File: config.mk
export PLATFORM = sky130hd
export DESIGN_NAME = hypot_arbiter
export DESIGN_NICKNAME = d
export VERILOG_FILES = /design/src/rtl/hypot_arbiter.sv
export SDC_FILE = /design/constraint.sdc
export NUM_CORES = 1
export LEC_CHECK = 0
export CAP_MARGIN = 20
export CELL_PAD_IN_SITES_DETAIL_PLACEMENT = 1
export CELL_PAD_IN_SITES_GLOBAL_PLACEMENT = 2
export CORE_MARGIN = 2
export CORE_UTILIZATION = 23
export CTS_BUF_LIST = sky130_fd_sc_hd__clkbuf_16
export DETAILED_ROUTE_END_ITERATION = 10
export GPL_TIMING_DRIVEN = 0
export PLACE_DENSITY = 0.86
export SLEW_MARGIN = 20
export SYNTH_ARGS = -nofsm -noshare
export SYNTH_HDL_FRONTEND = slang
export SYNTH_SLANG_ARGS = --single-unit
export TNS_END_PERCENT = 5
File: constraint.sdc
create_clock -name clk -period 5.5 [get_ports clk]
set_clock_uncertainty 0.1 [all_clocks]
set_input_delay 1.1 -clock clk [delete_from_list [all_inputs] [get_ports clk]]
set_output_delay 1.1 -clock clk [all_outputs]
set_load 0.005 [all_outputs]
File: src/rtl/hypot_arbiter.sv
// ---------------------------------------------------------------------------
// hypot_arbiter
//
// Shares one free-running, pipelined hypot unit among N requesters. Each
// cycle at most one valid requester is granted round-robin. Its (x, y) pair
// is registered towards the hypot sink. Its index travels down a tag delay
// line whose depth matches the hypot latency. When the tag reaches the end,
// the hypot result is registered out together with the requester index.
//
// Ports
//   clk         clock, rising edge
//   reset       asynchronous, active-high reset
//   enable      low blocks new grants; in-flight work still drains
//   req_valid   [N]        request pending per requester
//   req_x/req_y [N*WIDTH]  signed operands, requester i in [i*WIDTH +: WIDTH]
//   req_ready   [N]        combinational one-hot (or zero) grant
//   hyp_x/hyp_y [WIDTH]    registered operands to the hypot sink
//   hyp_result  [WIDTH]    result from the hypot source
//   res_valid              registered result strobe
//   res_id      [IDW]      registered requester index of the result
//   res_data    [WIDTH]    registered hypot result
//   in_flight   [CW]       accepted but not yet returned requests
// ---------------------------------------------------------------------------
module hypot_arbiter #(
    parameter int N       = 4,
    parameter int WIDTH   = 16,
    parameter int LATENCY = 9,
    localparam int IDW    = ($clog2(N) > 1) ? $clog2(N) : 1,
    localparam int CW     = $clog2(LATENCY + 2)
) (
    input  logic                 clk,
    input  logic                 reset,
    input  logic                 enable,
    input  logic [N-1:0]         req_valid,
    input  logic [N*WIDTH-1:0]   req_x,
    input  logic [N*WIDTH-1:0]   req_y,
    output logic [N-1:0]         req_ready,
    output logic [WIDTH-1:0]     hyp_x,
    output logic [WIDTH-1:0]     hyp_y,
    input  logic [WIDTH-1:0]     hyp_result,
    output logic                 res_valid,
    output logic [IDW-1:0]       res_id,
    output logic [WIDTH-1:0]     res_data,
    output logic [CW-1:0]        in_flight
);

    logic [IDW-1:0] ptr;
    logic           grant_any;
    logic [IDW-1:0] grant_id;

    // Stage 0 moves in lockstep with hyp_x/hyp_y. The LATENCY stages after
    // it cover the hypot pipeline. So the last stage lines up with the edge
    // where hyp_result belongs to that tag.
    logic           tag_v  [0:LATENCY];
    logic [IDW-1:0] tag_id [0:LATENCY];
    logic           tag_out;

    assign tag_out = tag_v[LATENCY];

    // Round-robin search starting at ptr. req_ready depends only on the
    // valids, the pointer, enable and reset. It never depends on the operands.
    always_comb begin
        logic [IDW-1:0] idx;
        grant_any = 1'b0;
        grant_id  = '0;
        req_ready = '0;
        idx       = '0;
        if (enable && !reset) begin
            for (int k = 0; k < N; k++) begin
                idx = IDW'((int'(ptr) + k) % N);
                if (!grant_any && req_valid[idx]) begin
                    grant_any = 1'b1;
                    grant_id  = idx;
                end
            end
            if (grant_any) begin
                req_ready[grant_id] = 1'b1;
            end
        end
    end

    always_ff @(posedge clk or posedge reset) begin
        if (reset) begin
            ptr       <= '0;
            hyp_x     <= '0;
            hyp_y     <= '0;
            res_valid <= 1'b0;
            res_id    <= '0;
            res_data  <= '0;
            in_flight <= '0;
            for (int k = 0; k <= LATENCY; k++) begin
                tag_v[k]  <= 1'b0;
                tag_id[k] <= '0;
            end
        end else begin
            if (grant_any) begin
                ptr   <= (grant_id == IDW'(N - 1)) ? '0 : grant_id + IDW'(1);
                hyp_x <= req_x[int'(grant_id)*WIDTH +: WIDTH];
                hyp_y <= req_y[int'(grant_id)*WIDTH +: WIDTH];
            end else begin
                hyp_x <= '0;
                hyp_y <= '0;
            end

            tag_v[0]  <= grant_any;
            tag_id[0] <= grant_any ? grant_id : '0;
            for (int k = 1; k <= LATENCY; k++) begin
                tag_v[k]  <= tag_v[k-1];
                tag_id[k] <= tag_id[k-1];
            end

            // Stale hypot results (e.g. after a reset flush) carry no tag
            // and are dropped here.
            res_valid <= tag_out;
            res_id    <= tag_id[LATENCY];
            res_data  <= tag_out ? hyp_result : '0;

            // The counter drops on the same edge that raises res_valid.
            // It is bounded by LATENCY+1 because of the pipeline depth.
            case ({grant_any, tag_out})
                2'b10:   in_flight <= in_flight + CW'(1);
                2'b01:   in_flight <= in_flight - CW'(1);
                default: in_flight <= in_flight;
            endcase
        end
    end

endmodule

Word-level counts from Yosys, hierarchy flattened --
Cells that the tools add are included. W data, S select, Z words.
Storage, ports and cells: output and inout bits 59, bits in read-only memories 0, memories 0, register bits 87, latch bits 0, memory bits (writable) 0
Cells by class: reductions and logical operators 10, $mul 0, $add $sub $neg 6, $lt $le $gt $ge 6, mux-type cells 33, equality and inequality tests 3, bitwise gates (word level) 0, divide/modulo/power cells 0, shift-type cells 2
Operator list (count):
- $shiftx A64 B7 Y16 | 2
- $mux W16 | 3
- $mux W2 | 8
- $lt A2 B3 Y1 const B | 5
- $mux W1 | 14
- $bmux W1 S2 | 4
- $mux W4 | 2
- $pmux W4 S2 | 1
- $logic_and A1 B1 Y1 | 5
- $add A2 B1 Y2 const B | 2
- $add A2 B2 Y2 const B | 2
- $add A4 B1 Y4 const B | 1
- $eq A2 B2 Y1 const B | 2
- $logic_not A1 Y1 | 4
- $sub A4 B1 Y4 const B | 1
- $demux W1 S2 | 1
- $eq A2 B1 Y1 const B | 1
- $ge A2 B1 Y1 const B | 1
- $reduce_bool A2 Y1 | 1

Logic depth before layout (Yosys ltp) --
Gate-level depths: netlist (run 1).
depth in word-level cells 22, mapped depth 10, depth with buffers taken out 9

Worst setup path before layout (run 1) --
No wires, ideal clock.
path type input to output, start input port reset, end output port req_ready[2], stages 5, data required time 4300 ps, arrival time 3840 ps, path slack 460 ps, cells stage by stage inv_1 -> nand2_1 -> buf_2 -> clkbuf_1 -> nor3_1
Between the ends: word-level cells in the longest chain between the ends 3
RTL lines:
- from (decl) | RTL line 32 | input logic reset,
- $logic_not A1 Y1 (no line)
- $logic_and A1 B1 Y1 | RTL line 68 | if (enable && !reset) begin
- $mux W4 | RTL line 68
- to (decl) | RTL line 37 | output logic [N-1:0] req_ready,
No other way between the ends.

Worst setup path after layout (run 1) --
start input port req_valid[0], end output port req_ready[1]
Between the ends: word-level cells in the longest chain between the ends 22, elaborated cells on any way between the ends 34, classes of those cells order compare (2); mux (25); reduce/logical (7)
RTL lines:
- from (decl) | RTL line 34 | input logic [N-1:0] req_valid,
- $bmux W1 S2 | RTL line 71 | if (!grant_any && req_valid[idx]) begin
- $mux W1 (not written as such) | RTL line 71
- $mux W1 | RTL line 71
- $mux W1 | RTL line 68
- $logic_not A1 Y1 | RTL line 71
- $logic_and A1 B1 Y1 | RTL line 71
- $mux W1 | RTL line 71
- $mux W1 | RTL line 68
- [6 not listed]
- $mux W2 | RTL line 71
- $mux W2 | RTL line 68
- $lt A2 B3 Y1 (not written as such) / $ge A2 B1 Y1 (equally long branches) | RTL line 77 | req_ready[grant_id] = 1'b1;
- $logic_and A1 B1 Y1 (not written as such) | RTL line 77
- $mux W1 (not written as such) | RTL line 77
- $demux W1 S2 | RTL line 77
- $mux W4 (*) | RTL line 76 | if (grant_any) begin
- $mux W4 (*) | RTL line 68
Every way passes the cells marked *; elsewhere a longest branch is shown, timed or not. The select of a mux whose other input is x is not followed.

==> flow_summary_export.csv, run 1 <==
group,metric,value,unit
run_status,outcome,"completed",
clocking,clock_latency,0.35,ns
logic_synthesis,synth_area_per_cell,12.7,µm²
worst_setup_path,crit_chain,"clkdlybuf4s50_1 -> a21oi_1 -> o21a_1 -> o22ai_4 -> clkbuf_1 -> and3_1 -> clkdlybuf4s50_1",
worst_setup_path,crit_type,"in2out",
clocking,htreeDepth,3,
clocking,cts_resized,0,
finish,num_antenna_cells,0,
logic_synthesis,ys_seq_elements,87,
finish,drive_gt1_share,13.7,%
floorplan,row_count,47,
sta,finalSetupTns,0,ns
sta,period_share,84.6,%
logic_synthesis,synth_flop_cell,"dfrtp_1",
sta,worstMarginPinSlew,1.10,ns
global_route,grt_pass1_vias,3788,
power_and_ir_drop,p_total,1.95,mW
sta,fmax,0.215,GHz
worst_setup_path,slowest_delay,0.57,ns
detailed_routing,drt-pass1-iter-count,6,
worst_hold_path,hp-class,"reg2reg",
worst_setup_path,worstPathArrival,3.46,ns
floorplan,core_area,0.0164,mm²
detailed_routing,drc_errors,0,
sta,setup_violations,0,
power_and_ir_drop,p_leak,2.75,nW
detailed_routing,routed_wl,13.6,mm
floorplan,initial_core_util,23.2,%
logic_synthesis,synthDistinctLibCells,33,
finish,syn2layout_area_growth,71.2,%
worst_setup_path,critPathMostFrequentCell,"clkdlybuf4s50_1",
logic_synthesis,yosysTopAreaCell,"dfrtp_1",
sta,worst_hold_slack,0.247,ns
power_and_ir_drop,irDropWorstVdd,0.134,mV
worst_setup_path,critPathLaunchType,"input port",
worst_setup_path,worstPathMaxFanout,10,
detailed_routing,drt-initial-drc-count,121,
placed_design,dpl-instance-area,0.00620,mm²
placed_design,port_buffers,209,
placed_design,place_congestion,0.713,
logic_synthesis,postSynth.asyncResetShare,100,%
worst_setup_path,endpoint_kind,"output pin",
detailed_routing,vias,3354,
detailed_routing,vias_per_cell,4.50,
logic_synthesis,syn-cell-area,0.00381,mm²
sta,finalMaxSlewViolations,0,
global_route,grt.overflow.total,0,
logic_synthesis,synth-seq-area-share,57.2,%
sta,period_minus_slack,4.66,ns
logic_synthesis,syn-num-nets,454,
clocking,cts_setup_buffers,0,
finish,finish.instance_area,0.00652,mm²
clocking,clock_sink_count,87,
clocking,cts_buffers,9,
finish,fin_nets,675,
worst_setup_path,critPathSlowestCell,"clkdlybuf4s50_1",
floorplan,die_y,133,µm
floorplan,fp.dieArea,0.0176,mm²
logic_synthesis,yosys-top-cells-area,"dfrtp_1 (57%), mux2_2 (9.8%), o221a_1 (8.9%)",
clocking,cts_tree,"yes",
logic_synthesis,yosysTopAreaCellShare,57.2,%
job,cap_violations,0,
clocking,hold_buffers,0,
clocking,clkTransAtPathRegs,0.07,ns
global_route,grt_antenna_before_repair,0,
sta,rsz0062_at_grt,"no",
global_route,grtUsageTotal,15.8,%
placed_design,dp.cells,730,
global_route,grt_pass1_wl,21.4,mm
logic_synthesis,synth_edf_count,0,
finish,most-common-layout-cells,"clkdlybuf4s50_1 (209), dfrtp_1 (87), nor2_1 (35)",
clocking,clockBufferDepth,2,
sta,hold_violations,0,
detailed_routing,drt-wirelength-per-cell,18.2,µm
sta,slew_headroom,26.0,%
clocking,cts-root-buf,"clkbuf_16",
worst_setup_path,crit_required,4.30,ns
global_route,grt_max_degree,55,
floorplan,io_pins,210,
finish,final_common_cell,"clkdlybuf4s50_1",
finish,final_cells,746,
power_and_ir_drop,power_density,299,mW/mm²
logic_synthesis,netlist_instances,300,
placed_design,dp_hpwl,10.6,mm
logic_synthesis,yosys_warnings,0,
floorplan,die_x,133,µm
detailed_routing,antenna_left,0,
-- routing by layer --
layer	up-vias	GRT usage [%]	wire, µm
li1	1552	-	-
met1	1650	18.0	5490
met5	-	0	0
met2	135	28.8	7130
met3	17	3.64	705
met4	0	5.79	254
-- path summary, 6_finish.rpt --
check / start / to / slack [ns] / cells after the start
setup / recovery: req_valid[0] / req_ready[1] / 0.84 / 7
hold / removal: tag_v[8] / tag_v[7] / 0.25 / 0
setup reg to reg: ptr[1] / hyp_x[6] / 3.32 / 6
hold reg to reg: tag_v[8] / tag_v[7] / 0.25 / 0
max in group asynchronous: reset / res_data[6] / 3.59 / 3
min in group asynchronous: reset / ptr[0] / 1.08 / 2
-- area by class of cell --
type / instances / area (µm²)
fill: 1764 / 9890
sequential: 87 / 2180
timing repair buffer: 210 / 2120
multi-input combinational: 184 / 1460
tap: 220 / 275
clock buffer: 9 / 225
buffer: 25 / 154
clock inverter: 7 / 88.8
inverter: 4 / 17.5
-- Yosys cell counts (2+ instances only) --
cell type	count
a31oi_1	32
buf_6	7
nor3_1	2
a21oi_1	4
and3_1	2
a211oi_1	2
inv_1	4
o221a_1	30
nor2_1	35
buf_2	6
ha_1	3
clkbuf_1	12
xnor2_1	2
mux2_2	33
o221a_2	2
dfrtp_1	87
nand2_1	2
and2_1	17
xor2_1	4
-- cells by family (layout without fill, tap and decap cells) --
group / Yosys count / after routing / share of synthesized area, %
flip-flops: 87 / 87 / 57.2
adder cells (fa/ha/maj): 3 / 3 / 0.986
AO/OA/AOI/OAI: 78 / 78 / 17.8
AND/OR/NAND/NOR: 63 / 63 / 8.22
buffers and inverters: 29 / 255 / 4.44
XOR/XNOR: 6 / 6 / 1.38
multiplexers: 34 / 34 / 10.0
-- critical path: cells and delay by family --
family	cells	cell delay (ns)
buffers and inverters	3	1.51
and+or+nand+nor	1	0.25
AOI/OAI and AO/OA	3	0.60
-- state kept, by name, indices dropped and copies added (netlist names) --
| name | count |
|---|---|
| res_valid | 1 |
| res_data | 16 |
| ptr | 2 |
| hyp_y | 16 |
| tag_v | 9 |
| hyp_x | 16 |
| tag_id | 20 |
| res_id | 2 |
| tag_out | 1 |
| in_flight | 4 |
-- power by group --
part / switching (mW) / total, mW / internal, mW / leakage [nW]
sequential: 0.0406 / 0.740 / 0.699 / 1.16
clock: 0.281 / 0.644 / 0.362 / 0.155
combinational: 0.252 / 0.567 / 0.315 / 1.44
-- stage by stage --
step / setup slack, ns / util (%)
after floorplan: 0.460 / -
after global placement: -1.46 / 37.6
after detailed placement: 0.845 / 37.8
after CTS: 0.841 / 39.7
after global routing: 0.645 / 39.7
final: 0.844 / 39.7
Note: power is estimated with default switching activity, not from simulation.
==> run 2, diff against run 1 <==
==> constraint.sdc (replaced) <==
create_clock -name clk -period 4.5 [get_ports clk]
set_clock_uncertainty 0.1 [all_clocks]
set_input_delay 0.9 -clock clk [delete_from_list [all_inputs] [get_ports clk]]
set_output_delay 0.9 -clock clk [all_outputs]
set_load 0.005 [all_outputs]
==> run 2 against run 1 <==
Compared with the run above: first-iteration DRC count shrank 24%; worst hold slack lost 0.0028 ns; die area is the same; combinational power grew 23%; final area grew 0.42%; routed wire length grew 0.74%; utilization grew 0.17 points; clock power grew 20%; largest cell class unchanged; count of clock-buffer cells in the layout is the same; non-clock buffer count grew 2; critical path depth is the same; worst setup slack lost 0.57 ns; critical endpoint unchanged.
==> flow_summary_export.csv, run 2 (synthesis results as in run 1) <==
group,metric,value,unit
clocking,htreeDepth,3,
detailed_routing,drc_errors,0,
worst_setup_path,critPathLaunchType,"input port",
placed_design,dp_hpwl,10.7,mm
floorplan,fp.dieArea,0.0176,mm²
worst_setup_path,ff2ff_setup_slack,2.26,ns
detailed_routing,routed_wl,13.7,mm
global_route,grt_pass1_vias,3763,
sta,fmax,0.237,GHz
worst_setup_path,r2r_cells,6,
finish,largest_reg_flops,20,
power_and_ir_drop,power_density,363,mW/mm²
finish,num_antenna_cells,0,
finish,syn2layout_area_growth,71.9,%
power_and_ir_drop,p_leak,2.76,nW
placed_design,dp.cells,732,
sta,worstMarginPinSlew,1.03,ns
clocking,cts_buffers,9,
run_status,outcome,"completed",
detailed_routing,drt-wirelength-per-cell,18.3,µm
sta,period_share,93.8,%
sta,finalSetupTns,0,ns
placed_design,port_buffers,209,
finish,final_cells,748,
clocking,cts_tree,"yes",
clocking,cts-root-buf,"clkbuf_16",
global_route,grtUsageTotal,15.4,%
finish,final_util,39.9,%
worst_hold_path,holdPathStages,0,
placed_design,place_congestion,0.725,
sta,hold_violations,0,
worst_setup_path,worstPathMaxFanout,10,
worst_setup_path,crit_required,3.50,ns
floorplan,row_count,47,
finish,fin_nets,677,
worst_setup_path,endpoint_kind,"output pin",
sta,rsz0062_at_grt,"no",
worst_setup_path,crit_family,"buffers and inverters",
clocking,clock_sink_count,87,
worst_setup_path,crit_buf_inv,3,
finish,multi_input_area,0.00146,mm²
placed_design,dpl-instance-area,0.00624,mm²
floorplan,core_area,0.0164,mm²
global_route,grt_max_degree,33,
worst_setup_path,crit_chain,"clkdlybuf4s50_1 -> a21oi_1 -> o21a_1 -> o22ai_4 -> clkbuf_1 -> and3_1 -> clkdlybuf4s50_1",
global_route,grt.overflow.total,0,
detailed_routing,antenna_left,0,
clocking,clockBufferDepth,2,
worst_hold_path,hp-class,"reg2reg",
sta,period_minus_slack,4.22,ns
sta,layout_setup_ws,0.278,ns
detailed_routing,vias_per_cell,4.56,
worst_setup_path,crit_type,"in2out",
job,cap_violations,0,
floorplan,die_x,133,µm
sta,worst_hold_slack,0.244,ns
worst_setup_path,crit_cells,7,
global_route,grt_antenna_before_repair,0,
sta,slew_headroom,30.3,%
finish,largest-register,"tag_id",
worst_setup_path,critPathSlowestCell,"clkdlybuf4s50_1",
worst_setup_path,slowest_delay,0.56,ns
sta,setup_violations,0,
detailed_routing,drt-initial-drc-count,92,
worst_setup_path,critPathMostFrequentCell,"clkdlybuf4s50_1",
clocking,clock_latency,0.34,ns
finish,seq_area,0.00218,mm²
finish,fillers,1764,
floorplan,initial_core_util,23.2,%
floorplan,die_y,133,µm
finish,finish.instance_area,0.00655,mm²
worst_setup_path,worstPathArrival,3.22,ns
power_and_ir_drop,irDropWorstVdd,0.164,mV
sta,finalMaxSlewViolations,0,
detailed_routing,drt-pass1-iter-count,4,
detailed_routing,vias,3409,
clocking,hold_buffers,0,
finish,most-common-layout-cells,"clkdlybuf4s50_1 (209), dfrtp_1 (87), nor2_1 (35)",
clocking,cts_setup_buffers,0,
clocking,cts_resized,0,
floorplan,io_pins,210,
clocking,clkTransAtPathRegs,0.07,ns
placed_design,dp_slack,0.177,ns
power_and_ir_drop,p_total,2.38,mW
finish,drive_gt1_share,13.8,%
finish,final_common_cell,"clkdlybuf4s50_1",
global_route,grt_pass1_wl,20.9,mm
## run 2: layout make-up
cell class / count / area share, %
tap: 220 / 4.20
clock inverter: 7 / 1.26
buffer: 25 / 2.35
clock buffer: 9 / 3.44
inverter: 4 / 0.287
timing repair buffer: 212 / 32.9
multi-input combinational: 184 / 22.3
sequential: 87 / 33.3
## run 2: worst paths after layout
| check | start | end |
|---|---|---|
| worst max-delay path | req_valid[0] | req_ready[1] |
| worst min-delay path | tag_id[13] | tag_id[11] |
| worst max register to register | ptr[1] | hyp_x[6] |
| worst min register to register | tag_id[13] | tag_id[11] |
| max in group asynchronous | reset | tag_id[2] |
| min in group asynchronous | reset | ptr[0] |
## run 2: power breakdown
part / internal [mW] / switching [mW] / total [mW]
Sequential: 0.855 / 0.0514 / 0.906
Clock: 0.439 / 0.334 / 0.773
Combinational: 0.387 / 0.310 / 0.698
## run 2: worst reg2reg max path: stages (launching register included)
cell      delay, ns
dfrtp_1        0.49
a21oi_1        0.11
o21a_1         0.21
o22ai_4        0.29
clkbuf_1       0.53
a31oi_1        0.24
o221a_1        0.17
## run 2: routing by layer
layer  part of all wire, %  routed length (µm)  vias up  GRT usage, %
met1                    40                5490     1693          17.6
met3                   5.5                 747       21          3.60
li1                      -                   -     1557             -
met4                   2.4                 325        0          5.73
met5                     0                   0        -             0
met2                    52                7110      138          28.0
==> run 3, diff against run 2 <==
--- a/config.mk
+++ b/config.mk
@@ -14,7 +14,8 @@
 export DETAILED_ROUTE_END_ITERATION = 10
 export GPL_TIMING_DRIVEN = 0
 export PLACE_DENSITY = 0.86
-export SLEW_MARGIN = 20
+export REMOVE_ABC_BUFFERS = 1
+export SLEW_MARGIN = 40
 export SYNTH_ARGS = -nofsm -noshare
 export SYNTH_HDL_FRONTEND = slang
 export SYNTH_SLANG_ARGS = --single-unit
==> run 3 against run 2 <==
Compared with the run above: utilization shrank 0.18 points; sequential power is essentially flat; cell count shrank 2.4%; die area is the same; worst hold slack is essentially flat; via count shrank 1.3%; highest routed layer unchanged; final area shrank 0.46%; fmax shrank 1.2%; first-iteration DRC count shrank 7.6%; sequential cell count is the same.
==> flow_summary_export.csv, run 3 (synthesis results as in run 1) <==
group,metric,value,unit
power_and_ir_drop,p_leak,2.74,nW
worst_setup_path,crit_required,3.50,ns
global_route,grt_pass1_wl,20.9,mm
detailed_routing,vias_per_cell,4.61,
clocking,cts_tree,"yes",
placed_design,place_congestion,0.722,
worst_setup_path,worstPathArrival,3.27,ns
clocking,clockBufferDepth,2,
sta,worstMarginPinSlew,0.648,ns
detailed_routing,vias,3365,
worst_hold_path,hp-class,"reg2reg",
finish,largest_reg_flops,20,
finish,drive_gt1_share,13.5,%
power_and_ir_drop,cell_internal_pwr,1.72,mW
sta,hold_violations,0,
sta,period_share,94.9,%
clocking,clock_latency,0.35,ns
worst_setup_path,endpoint_kind,"output pin",
detailed_routing,drt-pass1-iter-count,4,
worst_setup_path,worstPathMaxFanout,19,
detailed_routing,drt-wirelength-per-cell,18.1,µm
floorplan,row_count,47,
global_route,grt.overflow.total,0,
finish,syn2layout_area_growth,71.1,%
finish,most-common-layout-cells,"clkdlybuf4s50_1 (209), dfrtp_1 (87), nor2_1 (35)",
floorplan,io_pins,210,
placed_design,dp_hpwl,9.82,mm
clocking,hold_buffers,0,
clocking,clkTransAtPathRegs,0.06,ns
sta,setup_violations,0,
clocking,cts_setup_buffers,0,
global_route,grtUsageTotal,15.4,%
run_status,outcome,"completed",
power_and_ir_drop,power_frac_comb,28.3,%
sta,rsz0062_at_grt,"no",
finish,final_common_cell,"clkdlybuf4s50_1",
sta,period_minus_slack,4.27,ns
sta,slew_headroom,56.8,%
power_and_ir_drop,p_seq_share,37.9,%
detailed_routing,antenna_left,0,
worst_setup_path,critPathLaunchType,"input port",
power_and_ir_drop,irDropWorstVdd,0.191,mV
placed_design,port_buffers,209,
power_and_ir_drop,swShare,28.1,%
clocking,clock_sink_count,87,
finish,finish.instance_area,0.00652,mm²
global_route,grt_pass1_vias,3812,
clocking,htreeDepth,3,
sta,finalMaxSlewViolations,0,
global_route,grt_max_degree,50,
detailed_routing,drc_errors,0,
finish,largest-register,"tag_id",
job,cap_violations,0,
detailed_routing,drt-initial-drc-count,85,
floorplan,fp.dieArea,0.0176,mm²
global_route,grt_antenna_before_repair,0,
placed_design,dp_slack,0.242,ns
placed_design,dp.cells,714,
power_and_ir_drop,p_total,2.40,mW
floorplan,die_x,133,µm
sta,fmax,0.234,GHz
floorplan,initial_core_util,23.2,%
sta,layout_setup_ws,0.228,ns
finish,fin_nets,659,
finish,num_antenna_cells,0,
global_route,grt-busiest-layer,"met2",
clocking,cts_resized,0,
power_and_ir_drop,power_density,368,mW/mm²
clocking,cts_buffers,9,
clocking,cts-root-buf,"clkbuf_16",
placed_design,dpl-instance-area,0.00619,mm²
floorplan,die_y,133,µm
power_and_ir_drop,p_switching,0.674,mW
detailed_routing,routed_wl,13.2,mm
global_route,grtUsageMet2,27.5,%
worst_setup_path,crit_type,"in2out",
floorplan,core_area,0.0164,mm²
global_route,met1_usage,15.9,%
power_and_ir_drop,p_clk_share,33.7,%
global_route,met3_usage,6.09,%
finish,final_cells,730,
[run 3: changes by cell type in the layout (fill, tap and decap cells not counted), moves of 3 or more]
| cell | delta |
|---|---|
| buf_6 | -6 |
| buf_2 | -6 |
| clkbuf_1 | -12 |
| buf_4 | +3 |
| buf_8 | +4 |
[run 3: power groups by stage]
stage / sequential (mW) / combinational (mW) / clock (mW)
after floorplan: 0.916 / 0.290 / 0
after global routing: 0.920 / 0.739 / 0.862
after global placement: 0.914 / 0.621 / 0
final: 0.909 / 0.678 / 0.808
after detailed placement: 0.923 / 0.685 / 0
after CTS: 0.911 / 0.692 / 0.837
[run 3: final timing paths]
path                         startpoint           end  slack [ns]  cells after the start
min reg2reg                  tag_id[18]    tag_id[16]        0.24                      0
min in group asynchronous         reset      hyp_y[8]        0.92                      2
max                        req_valid[0]  req_ready[0]        0.23                      7
min                          tag_id[18]    tag_id[16]        0.24                      0
max reg2reg                      ptr[1]      hyp_y[1]        1.99                      6
max in group asynchronous         reset   res_data[0]        2.80                      3
[run 3: critical path: stages]
cell             delay [ns]
clkdlybuf4s50_1        0.60
a21oi_1                0.10
o21a_1                 0.21
o22ai_4                0.51
buf_8                  0.24
and3_1                 0.18
clkdlybuf4s50_1        0.52
[run 3: cell type report]
| cell class | instances | area (µm²) |
|---|---|---|
| Multi-Input combinational cell | 184 | 1490 |
| Clock inverter | 7 | 96.3 |
| Tap cell | 220 | 275 |
| Timing Repair Buffer | 219 | 2230 |
| Inverter | 4 | 20.0 |
| Clock buffer | 9 | 225 |
| Fill cell | 1724 | 9890 |
| Sequential cell | 87 | 2180 |
[run 3: per-layer routing]
layer,up-vias,routed length [µm]
li1,1526,-
met1,1647,5020
met2,173,6660
met3,19,1250
met4,0,282
met5,-,0
[run 3: metrics by stage]
stage / hold WS (ns) / TNS (ns) / utilization, %
final: 0.245 / 0 / 39.7
after global routing: 0.256 / 0 / 39.7
after CTS: 0.246 / 0 / 39.7
after detailed placement: 0.236 / 0 / 37.8
after global placement: 0.231 / -160.77 / 36.7
after floorplan: 0.231 / -30.32 / -
